==> src/rtl/aes_block_gearbox.sv <==
`default_nettype none
// ============================================================================
// Module  : aes_block_gearbox
// Purpose : Gathers WORDS_PER_BLOCK stream words into one AES block, applies
//           an optional AddRoundKey XOR, then streams the block back out as
//           words. Both sides use valid/ready handshakes; filling and
//           draining never overlap.
// Rev     : 1.0  initial release
// ============================================================================
module aes_block_gearbox #(
  parameter int unsigned WORD_W          = 32,
  parameter int unsigned WORDS_PER_BLOCK = 4,
  parameter int unsigned CNT_W           = 16,
  localparam int unsigned BLOCK_W        = WORD_W * WORDS_PER_BLOCK
) (
  input  logic                clk_i,
  input  logic                rst_ni,
  input  logic                clear_i,
  input  logic                in_valid_i,
  output logic                in_ready_o,
  input  logic [WORD_W-1:0]   in_data_i,
  output logic                out_valid_o,
  input  logic                out_ready_i,
  output logic [WORD_W-1:0]   out_data_o,
  output logic [WORD_W/8-1:0] out_strb_o,
  input  logic [BLOCK_W-1:0]  key_i,
  input  logic                xor_en_i,
  output logic                busy_o,
  output logic [CNT_W-1:0]    block_cnt_o
);

  // Index width covers word positions 0..WORDS_PER_BLOCK-1.
  localparam int unsigned IDX_W = $clog2(WORDS_PER_BLOCK);
  localparam logic [IDX_W-1:0] LAST_IDX = IDX_W'(WORDS_PER_BLOCK - 1);

  typedef enum logic [1:0] {
    FILL  = 2'd0,
    PROC  = 2'd1,
    DRAIN = 2'd2
  } state_e;

  state_e state_q;
  state_e state_d;

  // Block buffer, word 0 in the least significant position.
  logic [WORDS_PER_BLOCK-1:0][WORD_W-1:0] buffer;
  logic [IDX_W-1:0]                       wr_idx;
  logic [IDX_W-1:0]                       rd_idx;
  logic [CNT_W-1:0]                       block_cnt;

  logic in_fire;
  logic out_fire;
  logic last_wr;
  logic last_rd;

  assign last_wr  = (wr_idx == LAST_IDX);
  assign last_rd  = (rd_idx == LAST_IDX);
  assign in_fire  = in_valid_i & in_ready_o;
  assign out_fire = out_valid_o & out_ready_i;

  // State register; soft clear returns to FILL just like reset.
  always_ff @(posedge clk_i or negedge rst_ni) begin
    if (!rst_ni) begin
      state_q <= FILL;
    end else if (clear_i) begin
      state_q <= FILL;
    end else begin
      state_q <= state_d;
    end
  end

  // Next-state and handshake outputs; PROC always lasts a single cycle.
  always_comb begin
    state_d     = state_q;
    in_ready_o  = 1'b0;
    out_valid_o = 1'b0;
    case (state_q)
      FILL: begin
        in_ready_o = 1'b1;
        if (in_valid_i && last_wr) begin
          state_d = PROC;
        end
      end
      PROC: begin
        state_d = DRAIN;
      end
      DRAIN: begin
        out_valid_o = 1'b1;
        if (out_ready_i && last_rd) begin
          state_d = FILL;
        end
      end
      default: begin
        state_d = FILL;
      end
    endcase
  end

  // Datapath: word capture, AddRoundKey, read pointer and block counter.
  // Clear wins over any handshake seen in the same cycle.
  always_ff @(posedge clk_i or negedge rst_ni) begin
    if (!rst_ni) begin
      buffer    <= '0;
      wr_idx    <= '0;
      rd_idx    <= '0;
      block_cnt <= '0;
    end else if (clear_i) begin
      buffer    <= '0;
      wr_idx    <= '0;
      rd_idx    <= '0;
      block_cnt <= '0;
    end else begin
      if (in_fire) begin
        buffer[wr_idx] <= in_data_i;
        wr_idx         <= last_wr ? '0 : wr_idx + IDX_W'(1);
      end
      if (state_q == PROC) begin
        // key_i and xor_en_i only matter during this single cycle.
        if (xor_en_i) begin
          buffer <= buffer ^ key_i;
        end
        rd_idx <= '0;
      end
      if (out_fire) begin
        rd_idx <= last_rd ? '0 : rd_idx + IDX_W'(1);
        if (last_rd) begin
          block_cnt <= block_cnt + CNT_W'(1);
        end
      end
    end
  end

  // Output word is a combinational mux so it stays stable under backpressure.
  assign out_data_o  = (state_q == DRAIN) ? buffer[rd_idx] : '0;
  assign out_strb_o  = (state_q == DRAIN) ? '1 : '0;
  assign busy_o      = (state_q != FILL) || (wr_idx != '0);
  assign block_cnt_o = block_cnt;

endmodule
`default_nettype wire

==> config.mk <==
export PLATFORM = sky130hd
export DESIGN_NAME = aes_block_gearbox
export DESIGN_NICKNAME = d
export VERILOG_FILES = /design/src/rtl/aes_block_gearbox.sv
export SDC_FILE = /design/constraint.sdc
export NUM_CORES = 1
export LEC_CHECK = 0
export CORE_UTILIZATION = 50
export DETAILED_ROUTE_END_ITERATION = 6
export GPL_TIMING_DRIVEN = 0
export PLACE_DENSITY = 0.88
export REMOVE_ABC_BUFFERS = 1
export SLEW_MARGIN = 20
export SYNTH_ARGS = -nofsm -noshare
export SYNTH_HDL_FRONTEND = slang
export SYNTH_SLANG_ARGS = --single-unit
==> constraint.sdc <==
create_clock -name clk_i -period 2.35 [get_ports clk_i]
set_clock_uncertainty 0.15 [all_clocks]
set_input_delay 0.47 -clock clk_i [delete_from_list [all_inputs] [get_ports clk_i]]
set_output_delay 0.47 -clock clk_i [all_outputs]
set_load 0.01 [all_outputs]
# Yosys cells after proc, flatten, opt, wreduce, memory -nomap -nowiden
# Index checks and enable logic that the tools add are counted.
# word_totals
register_bits	150
# classes
n_mux	27
reduce_logical	13
eq_ne	6
bitwise	3
add_sub_neg	3
n_lt_le_gt_ge	3
# ops
cell	n
$mux 128	4
$bwmux 128	1
$xor 128x128->128	1
$mux 32	3
$bmux 32 s2	1
$demux 32 s2	1
$mux 16	3
$mux 2	10
$add 16x1->16 const B	1
$reduce_bool 2->1	5
$eq 2x2->1 const B	3
$lt 2x3->1 const B	2
$ne 3x3->1 const B	2
$pmux 2 s3	1
$add 2x1->2 const B	2
$mux 4	1
$reduce_and 2->1	2
$logic_and 1x1->1	3
$reduce_bool 3->1	1
$and 1x1->1	2
$eq 2x1->1 const B	1
$ge 2x1->1 const B	1
$logic_not 2->1	1
$mux 1	2
$logic_or 1x1->1	1

# Depth between registers and ports, before layout
# Gate-level depths: netlist (run 1).
# depth
word_depth	9
depth_mapped	8
mapped_depth_nobuf	5

# Worst setup path before layout (run 1)
# OpenSTA, ideal clock, no wires.
# synth_path
path_type	reg2out
from	register rd_idx[0]
to	output out_data_o[10]
required_time_ns	1.730
path_slack_ns	0.202
stages_incl_launch_ff	5
arrival_ns	1.528
cell_sequence	dfrtp_1 buf_2 buf_2 mux4_2 nor2b_1
# synth_via
elab_chain_cells	3
# synth_lines
item	line	rtl
from (decl)	48	logic [IDX_W-1:0] rd_idx;
from (signal assigned)	125	rd_idx <= last_rd ? '0 : rd_idx + IDX_W'(1);
$bmux 32 s2	134	assign out_data_o = (state_q == DRAIN) ? buffer[rd_idx] : '0;
$mux 32 (implied by the code)	134	
$mux 32	134	
to (decl)	24	output logic [WORD_W-1:0] out_data_o,
# Every way passes these cells. The select of a mux whose other input is x is not followed.

# Worst setup path after layout (run 1)
# layout_path
from	register rd_idx[0]
to	output out_data_o[30]
# The elaborated chain is that of the path after synthesis.

==> impl_metrics.csv, run 1 <==
group,metric,value,unit
run_status,status,"finished with violations",
run_status,violations,"setup timing",
timing,finalWorstSetupSlack,-0.2064,ns
global_routing,grt_max_degree,99,
global_routing,grt_use_total,0.3189,
clock_tree,clk_latency,0.42,ns
global_routing,antenna_found_initial,0,
floorplan,io_pins,221,
timing,hold_violations,0,
drt,post_drt_via_cell_ratio,6.259,
layout,final_util,0.7278,
placement,place.gp.congestion,0.8051,
drt,drt_wl_total,28.22,mm
timing,worst_hold_slack,0.3054,ns
synthesis,ys_ff_latch,150,
layout,stdcell_area,12160,um2
power,ir_drop,503.9,uV
synthesis,syn_avg_cell_area,9.448,um2
worst_setup_path,cp-start-kind,"flip-flop",
power,finalPower,6.495,mW
layout,final_nets,1284,
timing,layout_min_cycle_time,2.556,ns
synthesis,syn-cell-area,8636,um2
layout,multiInputGateArea,4653,um2
global_routing,overflow,0,
drt,vias,8418,
drt,post_drt_wl_per_cell,20.98,um
timing,min_period_over_period,1.088,
drt,ant_nets,0,
power,p_per_area,534.3,nW/um2
clock_tree,htree_levels,4,
drt,dr.pass1.iters,5,
global_routing,grt_pass1_vias,8428,
timing,setup_viol,32,
flow_run,maxCapViolCount,0,
clock_tree,clk_pin_slew_worst_paths,0.06,ns
layout,final_common_cell,"clkdlybuf4s50_1",
placement,placedInstanceArea,11140,um2
timing,max_slew.worst_pin.slew,0.7251,ns
worst_setup_path,reg2regPathDepth,8,
layout,area.growth.synth_to_final,40.76,%
worst_setup_path,crit_arrival,1.94,ns
timing,max_freq,391.2,MHz
worst_setup_path,crit_path_end_kind,"output pin",
worst_setup_path,path_class,"flip-flop to output pin",
synthesis,synth_warnings,0,
clock_tree,cts_tree,"built",
layout,drive_above_1_share,0.1493,
clock_tree,cts_root_buf,"clkbuf_16",
synthesis,ys_seq_area_frac,0.4347,
clock_tree,numCtsBuffers,17,
synthesis,async_reset_ff_frac,1.000,
floorplan,start_util,0.5171,
clock_tree,cts_sinks,150,
timing,rsz0062_at_grt,"yes",
synthesis,synth_edf_count,0,
drt,drc,0,
global_routing,grt_pass1_wl,43.83,mm
floorplan,core,16700,um2
synthesis,synth_ff_type,"dfrtp_1",
timing,slew-limit-headroom,0.5166,
drt,drt_iter0_drc,719,
placement,place.detailed.hpwl,17.35,mm
timing,slew_viol_final,0,
hold_path,holdPathStages,2,
placement,portBuffers,220,
layout,fill_cells,1161,
synthesis,ys_types,43,
timing,setup_tns,-5.528,ns
floorplan,rows,47,
hold_path,hold_class,"input pin to flip-flop",
worst_setup_path,critPathMaxFanout,6,
layout,regArea,3764,um2
layout,mostFrequentLayoutCells,"179 x clkdlybuf4s50_1, 146 x dfrtp_1, 140 x a21oi_1, 135 x nand2_1, 132 x nand3_1",
clock_tree,cts_buffer_depth,2,
power,p_leak,4.990,nW
floorplan,die_x,133.4,um
layout,antenna_cells,0,
synthesis,syn_inst,914,
floorplan,die_h,133.4,um
floorplan,die_area,17800,um2
worst_setup_path,required,1.73,ns
==> critical path, cell delays in order (launching register included) <==
cell,delay [ns]
dfrtp_4,0.52
buf_12,0.15
buf_12,0.13
mux4_2,0.43
nor2b_4,0.15
buf_6,0.13
==> final cells by class <==
type / count / share of cell area
sequential: 150 / 0.3096
clock inverter: 12 / 0.01472
multi-input combinational: 680 / 0.3828
clock buffer: 20 / 0.03592
tap: 220 / 0.02265
inverter: 6 / 0.001853
timing repair buffer: 257 / 0.2324
==> where the power goes <==
group	switching (mW)	internal [mW]
clock network	1.11	1.78
logic	0.396	0.489
registers	0.0610	2.66
==> metrics by stage <==
| stage | std cells | worst slack [ns] |
|---|---|---|
| global placement | 1276 | -5.559 |
| detailed placement | 1291 | -0.6027 |
| CTS | 1339 | -0.2165 |
| finish | 1345 | -0.2064 |
| global route | 1345 | -0.2570 |
| floorplan | 836 | -1.184 |
==> worst paths after layout <==
kind                        startpoint               to  slack, ns
max                          rd_idx[0]   out_data_o[30]      -0.21
min                            clear_i   block_cnt_o[1]       0.31
max reg2reg                  rd_idx[0]  block_cnt_o[12]       0.07
min reg2reg                buffer[118]      buffer[118]       0.40
max in group asynchronous       rst_ni       buffer[97]       0.78
min in group asynchronous       rst_ni   block_cnt_o[3]       0.51
==> Yosys cell counts (all sizes together), types with 3 or more instances <==
library cell  number  area, um2
dfrtp            150       3754
a21oi            140      700.7
nand2            139      521.8
nand3            132      660.6
a2bb2oi          123       1077
buf               42      254.0
clkbuf            36      135.1
nor2b             33      206.5
mux4              32      720.7
nor2              22      82.58
xor2               9      78.83
ha                 6      75.07
inv                6      22.52
and2               5      31.28
o21ai              5      25.02
o22a               4      35.03
nand4              3      18.77
or3                3      18.77
==> per-layer routing <==
| layer | part of all wire | vias to the layer above | global-route usage |
|---|---|---|---|
| li1 | - | 3774 | - |
| met1 | 0.39 | 4124 | 0.4129 |
| met2 | 0.50 | 453 | 0.5295 |
| met3 | 0.094 | 67 | 0.06393 |
| met4 | 0.024 | 0 | 0.1206 |
| met5 | 0 | - | 0 |
==> state kept, by name, summed over array words and instances, names as in the netlist <==
signal,flops
state_q,2
buffer,128
block_cnt_o,16
wr_idx,2
rd_idx,2
==> kinds of logic after synthesis <==
logic type | share of synthesized area
adder cells (fa/ha/maj) | 0.008693
buffers and inverters | 0.04767
flip-flops | 0.4347
multiplexers | 0.08592
AO/OA/AOI/OAI | 0.2217
AND/OR/NAND/NOR | 0.1913
XOR/XNOR | 0.01014
==> timing repair <==
action | 4_1_cts | 5_1_grt
buffers inserted | 12 | 7
endpoints found under the setup margin | 114 | 126
resized for setup | 176 | 32
pin swaps | 0 | 2
endpoints found under the hold margin | 90 | 0
hold buffers | 1 | 0
cloned | 3 | 0
Power figures use the tool's default switching activity.
==> inputs of run 2 (changes only) <==
Settings changed: MAX_ROUTING_LAYER from default to met4.
Clock period 2.35 ns to 2.7 ns, I/O delays scaled along.
==> run 2 against run 1 <==
Against the previous run:
- sequential share of layout area up 0.98 points
- highest routed layer unchanged
- global-route usage grew 0.26 points
- largest cell class unchanged
- largest power group unchanged
- clock power down 13%
- worst setup slack better by 0.24 ns
- register-to-register slack better by 0.03 ns
- die area unchanged
- core utilization decreased by 2.2 points
- count of clock-buffer cells in the layout unchanged
- combinational power decreased by 17%
- design area decreased by 3.1%
- the run ends with hold timing left
==> impl_metrics.csv, run 2 (synthesis gave the netlist of run 1 again) <==
group,metric,value,unit
layout,mostFrequentLayoutCells,"181 x clkdlybuf4s50_1, 146 x dfrtp_1, 140 x a21oi_1, 135 x nand2_1, 132 x nand3_1",
drt,ant_nets,0,
floorplan,die_x,133.4,um
floorplan,io_pins,221,
layout,final_util,0.7056,
worst_setup_path,cp-start-kind,"flip-flop",
floorplan,rows,47,
placement,place_inst,1291,
worst_setup_path,crit_arrival,1.98,ns
layout,fill_cells,1227,
power,p_leak,4.915,nW
timing,max_slew.worst_pin.slew,0.7780,ns
worst_setup_path,cpPeakStageDelay,0.52,ns
timing,hold_violations,16,
layout,fin_cells,1332,
layout,regMostFlops,"buffer",
drt,dr.pass1.iters,7,
timing,slew-limit-headroom,0.4791,
placement,place.gp.congestion,0.8168,
timing,rsz0062_at_grt,"yes",
drt,vias,8348,
clock_tree,clk_pin_slew_worst_paths,0.06,ns
global_routing,overflow,0,
power,p_per_area,476.4,nW/um2
layout,drive_above_1_share,0.1241,
clock_tree,ctsHoldBuffers,0,
worst_setup_path,critPathMaxFanout,4,
clock_tree,clk_latency,0.42,ns
power,ir_drop,439.0,uV
placement,place.detailed.hpwl,17.35,mm
drt,post_drt_via_cell_ratio,6.267,
clock_tree,cts_root_buf,"clkbuf_16",
placement,pre_cts_ws,-0.3227,ns
layout,stdcell_area,11780,um2
worst_setup_path,required,2.01,ns
timing,worst_hold_slack,-0.03840,ns
clock_tree,cts_buffer_depth,2,
clock_tree,cts_tree,"built",
global_routing,grt_pass1_wl,43.04,mm
clock_tree,numCtsBuffers,17,
layout,antenna_cells,0,
timing,slew_viol_final,0,
global_routing,grt_max_degree,99,
worst_setup_path,cp_top_family,"flip-flops",
floorplan,die_area,17800,um2
floorplan,start_util,0.5171,
timing,layout_min_cycle_time,2.669,ns
run_status,violations,"hold timing",
placement,placedInstanceArea,11140,um2
placement,portBuffers,220,
layout,largest_reg_flops,128,
global_routing,antenna_found_initial,0,
layout,final_nets,1271,
timing,setup_viol,0,
clock_tree,htree_levels,4,
worst_setup_path,crit_path_end_kind,"output pin",
drt,drc,0,
worst_setup_path,crit_buf_inv,3,
worst_setup_path,path_class,"flip-flop to output pin",
global_routing,grt_pass1_vias,8328,
layout,final_common_cell,"clkdlybuf4s50_1",
clock_tree,cts_sinks,150,
drt,post_drt_wl_per_cell,20.45,um
hold_path,hold_class,"input pin to asynchronous set/reset pin",
drt,drt_iter0_drc,716,
floorplan,die_h,133.4,um
layout,area.growth.synth_to_final,36.45,%
flow_run,maxCapViolCount,0,
global_routing,grt_use_total,0.3215,
timing,max_freq,374.6,MHz
timing,min_period_over_period,0.9886,
worst_setup_path,crit_slowest_cell,"dfrtp_4",
timing,finalWorstSetupSlack,0.03075,ns
worst_setup_path,crit_chain,"buf_6 > buf_16 > mux4_2 > nor2b_1 > clkdlybuf4s15_2",
drt,drt_wl_total,27.24,mm
floorplan,core,16700,um2
run_status,status,"finished with violations",
## run 2: cell count changes in the layout (fill, tap and decap cells not counted), sizes merged
cell | previous run | this run
buf | 70 | 54
clkbuf | 20 | 21
clkdlybuf4s15 | 0 | 3
clkdlybuf4s50 | 179 | 181
dlygate4sd2 | 6 | 0
dlygate4sd3 | 1 | 0
dlymetal6s2s | 1 | 5
## run 2: through the flow
stage / hold WS, ns / power, mW / setup TNS, ns
after global placement: 0.3826 / 3.073 / -1290.42
after CTS: 0.007126 / 5.629 / -0.04937
after floorplan: 0.09441 / 2.634 / -113.17
final: -0.03840 / 5.613 / 0
after global routing: 0.03081 / 5.796 / -0.07514
after detailed placement: 0.3940 / 3.134 / -16.14
## run 2: final timing paths
path	start	endpoint	slack [ns]	cells after the start
hold reg to reg	buffer[73]	buffer[73]	0.40	2
setup / recovery	rd_idx[0]	out_data_o[23]	0.03	5
setup reg to reg	state_q[1]	buffer[127]	0.10	5
hold / removal	rst_ni	block_cnt_o[2]	-0.04	1
max in group asynchronous	rst_ni	buffer[65]	1.66	2
min in group clk_i	clear_i	block_cnt_o[1]	0.38	2
## run 2: area by class of cell
class | count | area [um2] | share of cell area
inverter | 6 | 22.52 | 0.001911
timing repair buffer | 244 | 2608 | 0.2213
clock buffer | 20 | 436.7 | 0.03706
sequential | 150 | 3764 | 0.3194
tap | 220 | 275.3 | 0.02336
clock inverter | 12 | 178.9 | 0.01518
multi-input combinational | 680 | 4499 | 0.3818
## run 2: what timing repair did
item | in CTS | in global routing
pin swaps | 0 | 0
endpoints found under the setup margin | 37 | 20
cloned | 2 | 0
setup buffers | 8 | 0
resized for setup | 129 | 15
## run 2: report_power, final
| part | total (mW) | switching (mW) | internal, mW |
|---|---|---|---|
| clock network | 2.51 | 0.959 | 1.55 |
| registers | 2.37 | 0.0537 | 2.32 |
| logic | 0.736 | 0.331 | 0.405 |
| total | 5.61 | 1.34 | 4.27 |
## run 2: layer usage
layer | GRT usage | part of all wire
met5 | - | 0
met4 | 0.1155 | 0.023
met1 | 0.4110 | 0.39
met3 | 0.05936 | 0.091
met2 | 0.5130 | 0.49
